### src/rtl/sprite_tile_fetcher.sv
// Sprite tile-row fetch engine: reads one pixel row per tile column of a sprite from VRAM,
// applies horizontal/vertical flip and streams the rows to the line buffer.
module sprite_tile_fetcher #(
  parameter int BPP    = 4,
  parameter int TILE_W = 8,
  parameter int TILE_H = 8,
  parameter int TX_W   = 4,
  parameter int TY_W   = 4,
  parameter int TBL_W  = 1,
  localparam int DATA_W = BPP * TILE_W,
  localparam int ROW_W  = $clog2(TILE_H),
  localparam int ADDR_W = TBL_W + TY_W + TX_W + ROW_W
) (
  input  logic              clk,
  input  logic              rst,
  input  logic              start,
  input  logic              abort,
  input  logic              hflip,
  input  logic              vflip,
  input  logic [TX_W-1:0]   size_x,
  input  logic [TBL_W-1:0]  tile_table,
  input  logic [TX_W-1:0]   tile_x,
  input  logic [TY_W-1:0]   tile_y_total,
  input  logic [ROW_W-1:0]  tile_y_offset,
  output logic              rd_en,
  output logic [ADDR_W-1:0] rd_addr,
  input  logic [DATA_W-1:0] rd_data,
  output logic              out_valid,
  input  logic              out_ready,
  output logic [DATA_W-1:0] out_data,
  output logic [TX_W-1:0]   out_tile,
  output logic              out_last,
  output logic              busy,
  output logic              done
);

  typedef enum logic [1:0] {IDLE = 2'd0, READ = 2'd1, HOLD = 2'd2} state_t;

  state_t             state, state_next;
  logic               hflip_q, vflip_q;
  logic [TX_W-1:0]    size_q, tx_q, n;
  logic [TBL_W-1:0]   tbl_q;
  logic [TY_W-1:0]    ty_q;
  logic [ROW_W-1:0]   yoff_q;
  logic               fresh;
  logic [DATA_W-1:0]  data_q, rd_flip;
  logic               is_last, kill, accept;
  logic [TX_W-1:0]    offset, x_total;
  logic [ROW_W-1:0]   row;

  assign is_last = (n == size_q);
  assign kill    = abort && (state != IDLE);
  assign accept  = (state == HOLD) && out_ready && !abort;

  // Horizontal flip walks the columns right-to-left; the column index wraps inside the table.
  assign offset  = hflip_q ? size_q - n : n;
  assign x_total = tx_q + offset;
  assign row     = vflip_q ? ROW_W'(TILE_H - 1) - yoff_q : yoff_q;

  always_comb begin
    rd_flip = rd_data;
    if (hflip_q) begin
      for (int i = 0; i < TILE_W; i++) begin
        rd_flip[i*BPP +: BPP] = rd_data[(TILE_W-1-i)*BPP +: BPP];
      end
    end
  end

  always_comb begin
    // NOTE: every output of this block gets a default first, so no path can infer a latch.
    state_next = state;
    rd_en      = 1'b0;
    rd_addr    = '0;
    out_valid  = 1'b0;
    case (state)
      IDLE: if (start) state_next = READ;
      READ: begin
        rd_en      = 1'b1;
        rd_addr    = {tbl_q, ty_q, x_total, row};
        state_next = HOLD;
      end
      HOLD: begin
        out_valid = 1'b1;
        if (out_ready) state_next = is_last ? IDLE : READ;
      end
      default: state_next = IDLE;
    endcase
    if (kill) state_next = IDLE;
  end

  // VRAM data is only valid in the first HOLD cycle: forward it then, replay the copy after.
  assign out_data = fresh ? rd_flip : data_q;
  assign out_tile = out_valid ? n : '0;
  assign out_last = out_valid && is_last;
  assign busy     = (state != IDLE);

  always_ff @(posedge clk or negedge rst) begin
    if (!rst) begin
      state   <= IDLE;
      hflip_q <= 1'b0;
      vflip_q <= 1'b0;
      size_q  <= '0;
      tx_q    <= '0;
      tbl_q   <= '0;
      ty_q    <= '0;
      yoff_q  <= '0;
      n       <= '0;
      fresh   <= 1'b0;
      data_q  <= '0;
      done    <= 1'b0;
    end else begin
      // NOTE: non-blocking assignments so every register sees pre-edge values of the others.
      state <= state_next;
      fresh <= (state == READ) && !abort;
      done  <= accept && is_last;
      if (fresh) data_q <= rd_flip;
      if (state == IDLE && start) begin
        hflip_q <= hflip;
        vflip_q <= vflip;
        size_q  <= size_x;
        tx_q    <= tile_x;
        tbl_q   <= tile_table;
        ty_q    <= tile_y_total;
        yoff_q  <= tile_y_offset;
        n       <= '0;
      end else if (accept && !is_last) begin
        n <= n + 1'b1;
      end
    end
  end

endmodule
### config.mk
export PLATFORM = sky130hd
export DESIGN_NAME = sprite_tile_fetcher
export DESIGN_NICKNAME = d
export VERILOG_FILES = /design/src/rtl/sprite_tile_fetcher.sv
export SDC_FILE = /design/constraint.sdc
export NUM_CORES = 1
export LEC_CHECK = 0
export ABC_AREA = 1
export ABC_CLOCK_PERIOD_IN_PS = 4700
export BUFFER_PORTS_ARGS = -buffer_cell sky130_fd_sc_hd__buf_2
export CAP_MARGIN = 20
export CORE_MARGIN = 8
export CORE_UTILIZATION = 25
export CTS_CLUSTER_SIZE = 14
export DETAILED_ROUTE_END_ITERATION = 7
export SLEW_MARGIN = 0
export SYNTH_ARGS = -nofsm -noshare
export SYNTH_HDL_FRONTEND = slang
export SYNTH_SLANG_ARGS = --single-unit
### constraint.sdc
create_clock -name clk -period 4.7 [get_ports clk]
set_input_delay 0.705 -clock clk [delete_from_list [all_inputs] [get_ports clk]]
set_output_delay 0.705 -clock clk [all_outputs]
set_load 0.1 [all_outputs]
==> impl_metrics.toml, run 1 <==
[status]
status = "completed"

[final_layout]
fill_cells = 1202
ff_latch_area_mm2 = 0.001453
stdcell_area_mm2 = 0.003876
syn_to_final_growth_pct = 33.30
multi_input_area_mm2 = 0.001287
nets = 502
drive_gt1_frac = 0.3296
antenna-diode-count = 0

[logic_synthesis]
synth_top_area_cell = "dfrtp_1"
synthAdderAreaFrac = 0.04389
ys_top_cells_by_count = "nand2_1 (81), dfrtp_1 (58), nor2_1 (58)"
synth_top_flop_cell = "dfrtp_1"
syn_avg_cell_area_um2 = 8.680
yosys_warnings = 0
synth_cell_types = 30
synthTopCellsByArea = "dfrtp_1 (50%), nand2_1 (10%), nor2_1 (7.5%)"
synth_top_area_frac = 0.4991
synthMuxAreaShare = 0.04905
synth_top_family_by_area = "simple AND/OR/NAND/NOR gates"
synth_area_mm2 = 0.002908
synth_fp_nets = 399
synth_most_common_cell = "nand2_1"
synth_cells = 335
seq_area_frac_synth = 0.4991
synth_seq_cells = 58
synthArstFlopShare = 1.000
synth_compound_area_frac = 0.1067
synth-edff-count = 0
yosys.area_share.simple = 0.2311
synth_xor_area_frac = 0.01205

[worst_setup_path]
r2r_slack_ns = 3.09
cp_slowest_cell = "dfrtp_1"
r2r_start = "state[1]"
path_cells = "ha_1 -> inv_1 -> fa_1 -> xnor2_1 -> a21oi_1 -> ha_1 -> a21oi_1 -> nand3b_1 -> nand2_1 -> clkinv_1 -> nand3_1 -> nand2_1 -> nor2_1 -> buf_2"
path_class = "reg -> out"
cpPeakStageDelay_ns = 0.44
cp.required_ns = 3.99
path_delay_family = "adder cells"
rr_worst_depth = 3
cp.arrival_ns = 3.05
r2r_end = "yoff_q[0]"
worst-path-max-fanout = 6
cp-end-kind = "output port"
cp_num_buf_inv = 3
crit_path_start_kind = "flip-flop"

[clocking]
cts_tree = "done"
cts-root-buf = "clkbuf_16"
cts.sinks = 58
cts_buffers = 9
postCtsSetupBuffers = 0
path_clk_slew_ns = 0.05
clock_path_buffers = 2
cts_hold_buffers = 0
cts-resized-gates = 0
htreeDepth = 3
clock_latency_ns = 0.32

[floorplanning]
rows = 39
die_width_um = 123.8
die_y_um = 123.8
dieArea_mm2 = 0.01534
io_pins = 108
core-area_mm2 = 0.01137
initial_core_util = 0.2557

[job]
cap_violations = 0

[place]
place_congestion = 0.7881
dpl.hpwl_um = 6068
dpl_cell_area_mm2 = 0.003556
port_buffers = 107

[timing]
skew_ns = 0.005466
fin_crit_sh = 0.7980
tns_ns = 0
max_slew_margin = 0.3284
finalMaxSlewViolations = 0
rsz0062_at_grt = "false"
period_needed_ns = 3.751
holdWs_ns = 0.5111
fmax_mhz = 266.6
worstMarginPinSlew_ns = 1.007
finalHoldViolations = 0
finalSetupViolCount = 0

[routing]
wl_per_cell_um = 14.41
vias = 2669
avgViaCountPerCell = 4.555
drtIter0Drc = 157
drt_pass1_iterations = 5
drt-total-wl_um = 8445
drc = 0
ant_nets = 0

[min_path]
hold-path-endpoint = "ty_q[0]"
hp-start = "ty_q[0]"
min_path_cells = 2
hp-class = "reg -> reg"

[global_route]
grt_max_degree = 65
grt-ovfl-total = 0
grt_use_total = 0.1143
grt_pass1_vias = 2760
grt_pass1_wl_um = 13700
antenna_found_initial = 0
cell families after synthesis:
group / after synthesis
compound gates: 54
xor+xnor: 4
fa+ha+maj: 9
buf+inv: 40
flops: 58
mux: 10
simple gates: 160
state kept, by name, summed over array words and instances, names as in the netlist:
signal   flops
tbl_q        1
ty_q         4
hflip_q      1
n            4
state        2
done         1
vflip_q      1
tx_q         4
yoff_q       3
data_q      32
fresh        1
size_q       4
worst min-delay path: cells and delay by family (launching register included):
| kind | cells | cell delay [ns] |
|---|---|---|
| flip-flops | 1 | 0.32 |
| AO/OA/AOI/OAI | 1 | 0.10 |
| buffers and inverters | 1 | 0.05 |
layer usage:
metal / global-route usage / vias up / part of all wire
li1: - / 1304 / -
met1: 0.1405 / 1239 / 0.45
met2: 0.1842 / 114 / 0.43
met3: 0.03309 / 12 / 0.10
met4: 0.04740 / 0 / 0.014
met5: 0 / - / 0
cell type report:
cell class | instances | area share
sequential | 58 | 0.3748
multi-input combinational | 237 | 0.3321
timing repair buffer | 109 | 0.1420
clock buffer | 11 | 0.06262
tap | 143 | 0.04616
inverter | 23 | 0.02227
clock inverter | 5 | 0.02001
worst max-delay path by stage:
stage,startpoint,to,slack [ns],depth (start not counted)
3_5_place_dp,n[0],rd_addr[6],1.30,15
4_1_cts,n[0],rd_addr[6],0.90,15
3_3_place_gp,n[0],rd_addr[6],1.36,14
6_report,n[0],rd_addr[6],0.95,14
2_1_floorplan,n[0],rd_addr[6],0.71,13
5_1_grt,n[0],rd_addr[6],0.66,15
stage by stage:
stage,setup slack (ns),utilization,cells
5_1_grt,0.6554,0.3409,586
3_5_place_dp,1.303,0.3128,570
6_report,0.9493,0.3409,586
4_1_cts,0.8989,0.3409,586
3_3_place_gp,1.364,0.3128,570
2_1_floorplan,0.7121,-,335
placed cells by master (no fill, tap or decap), drive strengths merged:
| master | n |
|---|---|
| ha | 7 |
| nor3 | 2 |
| mux2 | 10 |
| buf | 109 |
| nand3 | 9 |
| nand3b | 1 |
| inv | 22 |
| fa | 2 |
| clkbuf | 11 |
| or2 | 1 |
| a21oi | 15 |
| bufinv | 2 |
| o21ai | 7 |
| nor2 | 60 |
| clkinv | 3 |
| nor4 | 1 |
| nand4 | 1 |
| xnor2 | 2 |
| nand2 | 85 |
| clkinvlp | 1 |
| a31oi | 32 |
| dfrtp | 58 |
| xor2 | 2 |
Power of run 1 is not shown: default switching activity piles up to over one toggle a cycle in this logic, so the estimate is an artifact.
==> inputs of run 2 (changes only) <==
Settings changed: ABC_AREA 1 to 0, ABC_CLOCK_PERIOD_IN_PS 4700 to 3700.
Clock period 4.7 ns to 3.7 ns, I/O delays scaled along.
==> run 2 against run 1 <==
  * Setup slack worse by 0.66 ns
  * Critical path type unchanged
  * Clock skew is 0.0014 ns lower
  * Worst hold slack worse by 0.20 ns
  * Die area hardly changed
  * Wire length is 8.4% lower
  * Synthesized cell count is 20% lower
  * Sequential share of layout area is 0.13 points higher
  * Clock-buffer cell count is 2 higher
  * Highest routed layer is now met5
  * Non-clock buffer count is 1 higher
  * Synthesized area hardly changed
  * Register-to-register slack worse by 1.1 ns
  * Critical endpoint unchanged
==> impl_metrics.toml, run 2 <==
[status]
status = "completed"

[logic_synthesis]
yosys_warnings = 0
synth_fp_nets = 332
synth_cell_types = 35
synth_top_flop_cell = "dfrtp_1"
ys_top_cells_by_count = "dfrtp_1 (58), nor2_1 (43), a21oi_1 (39)"
synth_top_area_cell = "dfrtp_1"
synthArstFlopShare = 1.000
synth_cells = 268
synth_top_area_frac = 0.4994
synthTopCellsByArea = "dfrtp_1 (50%), mux2i_1 (12%), a21oi_1 (6.7%)"
synth_seq_cells = 58
synth-edff-count = 0
synth_most_common_cell = "dfrtp_1"
synth_area_mm2 = 0.002907
syn_avg_cell_area_um2 = 10.85
seq_area_frac_synth = 0.4994

[timing]
finalMaxSlewViolations = 0
tns_ns = 0
worstMarginPinSlew_ns = 0.7671
skew_ns = 0.004098
rsz0062_at_grt = "false"
finalHoldViolations = 0
fin_crit_sh = 0.9225
finalSetupViolCount = 0
max_slew_margin = 0.4886
period_needed_ns = 3.413
fmax_mhz = 293.0

[global_route]
globalRoute.busiestLayer = "met2"
grt-ovfl-total = 0
grt_max_degree = 43
grt_use_total = 0.1021
met3_usage = 0.02221
grt_pass1_vias = 2496
use_met1 = 0.1165
grt_use_met2 = 0.1697
antenna_found_initial = 1
grt_pass1_wl_um = 12080

[routing]
drt-total-wl_um = 7735
ant_nets = 0
wl_per_cell_um = 14.82
drt_pass1_iterations = 4
vias = 2339
drc = 0
avgViaCountPerCell = 4.481
drtIter0Drc = 61

[final_layout]
multi_input_area_mm2 = 0.001356
regMostFlops = "data_q"
final_common_cell = "buf_2"
ff_latch_area_mm2 = 0.001454
drive_gt1_frac = 0.3562
fill_cells = 1165
syn_to_final_growth_pct = 33.02
nets = 439
layout_common_cells = "buf_2 (106), dfrtp_1 (56), nor2_1 (43), a21oi_1 (39), mux2i_1 (34)"
instances_no_fill = 522
largest_register_ffs = 32
antenna-diode-count = 0

[floorplanning]
rows = 39
dieArea_mm2 = 0.01533
io_pins = 108
initial_core_util = 0.2556
die_width_um = 123.8
die_y_um = 123.8
core-area_mm2 = 0.01137

[clocking]
cts-root-buf = "clkbuf_16"
cts.sinks = 58
cts_tree = "done"
htreeDepth = 3
clock_path_buffers = 2
path_clk_slew_ns = 0.05
clock_latency_ns = 0.31
cts_buffers = 9
cts_hold_buffers = 0

[min_path]
hp-class = "in -> async"

[job]
cap_violations = 0

[place]
dpl.hpwl_um = 5929
port_buffers = 107
placedCellCount = 507
place_congestion = 0.8322

[worst_setup_path]
cp-end-kind = "output port"
worst-path-max-fanout = 3
path_class = "reg -> out"
crit_path_start_kind = "flip-flop"
cp.required_ns = 3.14
cp.arrival_ns = 2.86
run 2: cell families (layout without fill, tap and decap cells):
kind of cell / Yosys count / after routing / share of synthesized area
simple gates: 74 / 74 / 0.1235
flops: 58 / 58 / 0.4994
mux: 51 / 51 / 0.1830
compound gates: 46 / 46 / 0.08481
buf+inv: 21 / 132 / 0.03573
fa+ha+maj: 9 / 9 / 0.04391
xor+xnor: 9 / 9 / 0.02971
run 2: layer usage:
layer	wire length, um	share of wire	up-vias
li1	-	-	1134
met1	3255	0.42	1132
met2	3902	0.50	57
met3	392	0.051	14
met4	172	0.022	2
met5	12	0.0016	-
run 2: metrics by stage:
step / util / setup WS, ns / cell area (um2) / hold slack [ns]
floorplan: - / 0.05660 / 2912 / 0.2594
global placement: 0.3143 / 0.5950 / 3573 / 0.4604
detailed placement: 0.3143 / 0.5250 / 3573 / 0.4739
CTS: 0.3398 / 0.1560 / 3864 / 0.3355
global route: 0.3400 / 0.06070 / 3866 / 0.3712
finish: 0.3400 / 0.2869 / 3866 / 0.3145
run 2: worst paths after layout:
kind	from	endpoint	slack [ns]	depth (start not counted)
setup reg to reg	state[0]	size_q[1]	1.95	3
hold reg to reg	ty_q[2]	ty_q[2]	0.48	1
max in group asynchronous	rst	ty_q[2]	2.55	2
min in group clk	abort	state[1]	0.43	2
setup / recovery	size_q[0]	rd_addr[6]	0.29	12
hold / removal	rst	yoff_q[0]	0.31	1
run 2: layout make-up:
cell class,count,share of cell area
clock inverters,2,0.002589
multi-input cells,189,0.3508
repair buffers,110,0.1450
inverters,7,0.006796
clock buffers,13,0.07249
flip-flops and latches,58,0.3761
well taps,143,0.04628
run 2: timing repair:
action / 4_1_cts / 5_1_grt
endpoints found under the setup margin: 0 / 1
buffers inserted: 0 / 0
resized for setup: 0 / 1
run 2: worst max-delay path: stages, from the launching register on:
cell	delay (ns)
dfrtp_1	0.35
inv_1	0.07
ha_1	0.16
inv_1	0.05
fa_1	0.39
xnor2_1	0.17
a21oi_1	0.08
ha_1	0.32
a21oi_1	0.18
and3_1	0.21
nor4_1	0.06
nor3_2	0.15
clkbuf_4	0.35
Power of run 2 is left out for the same reason.
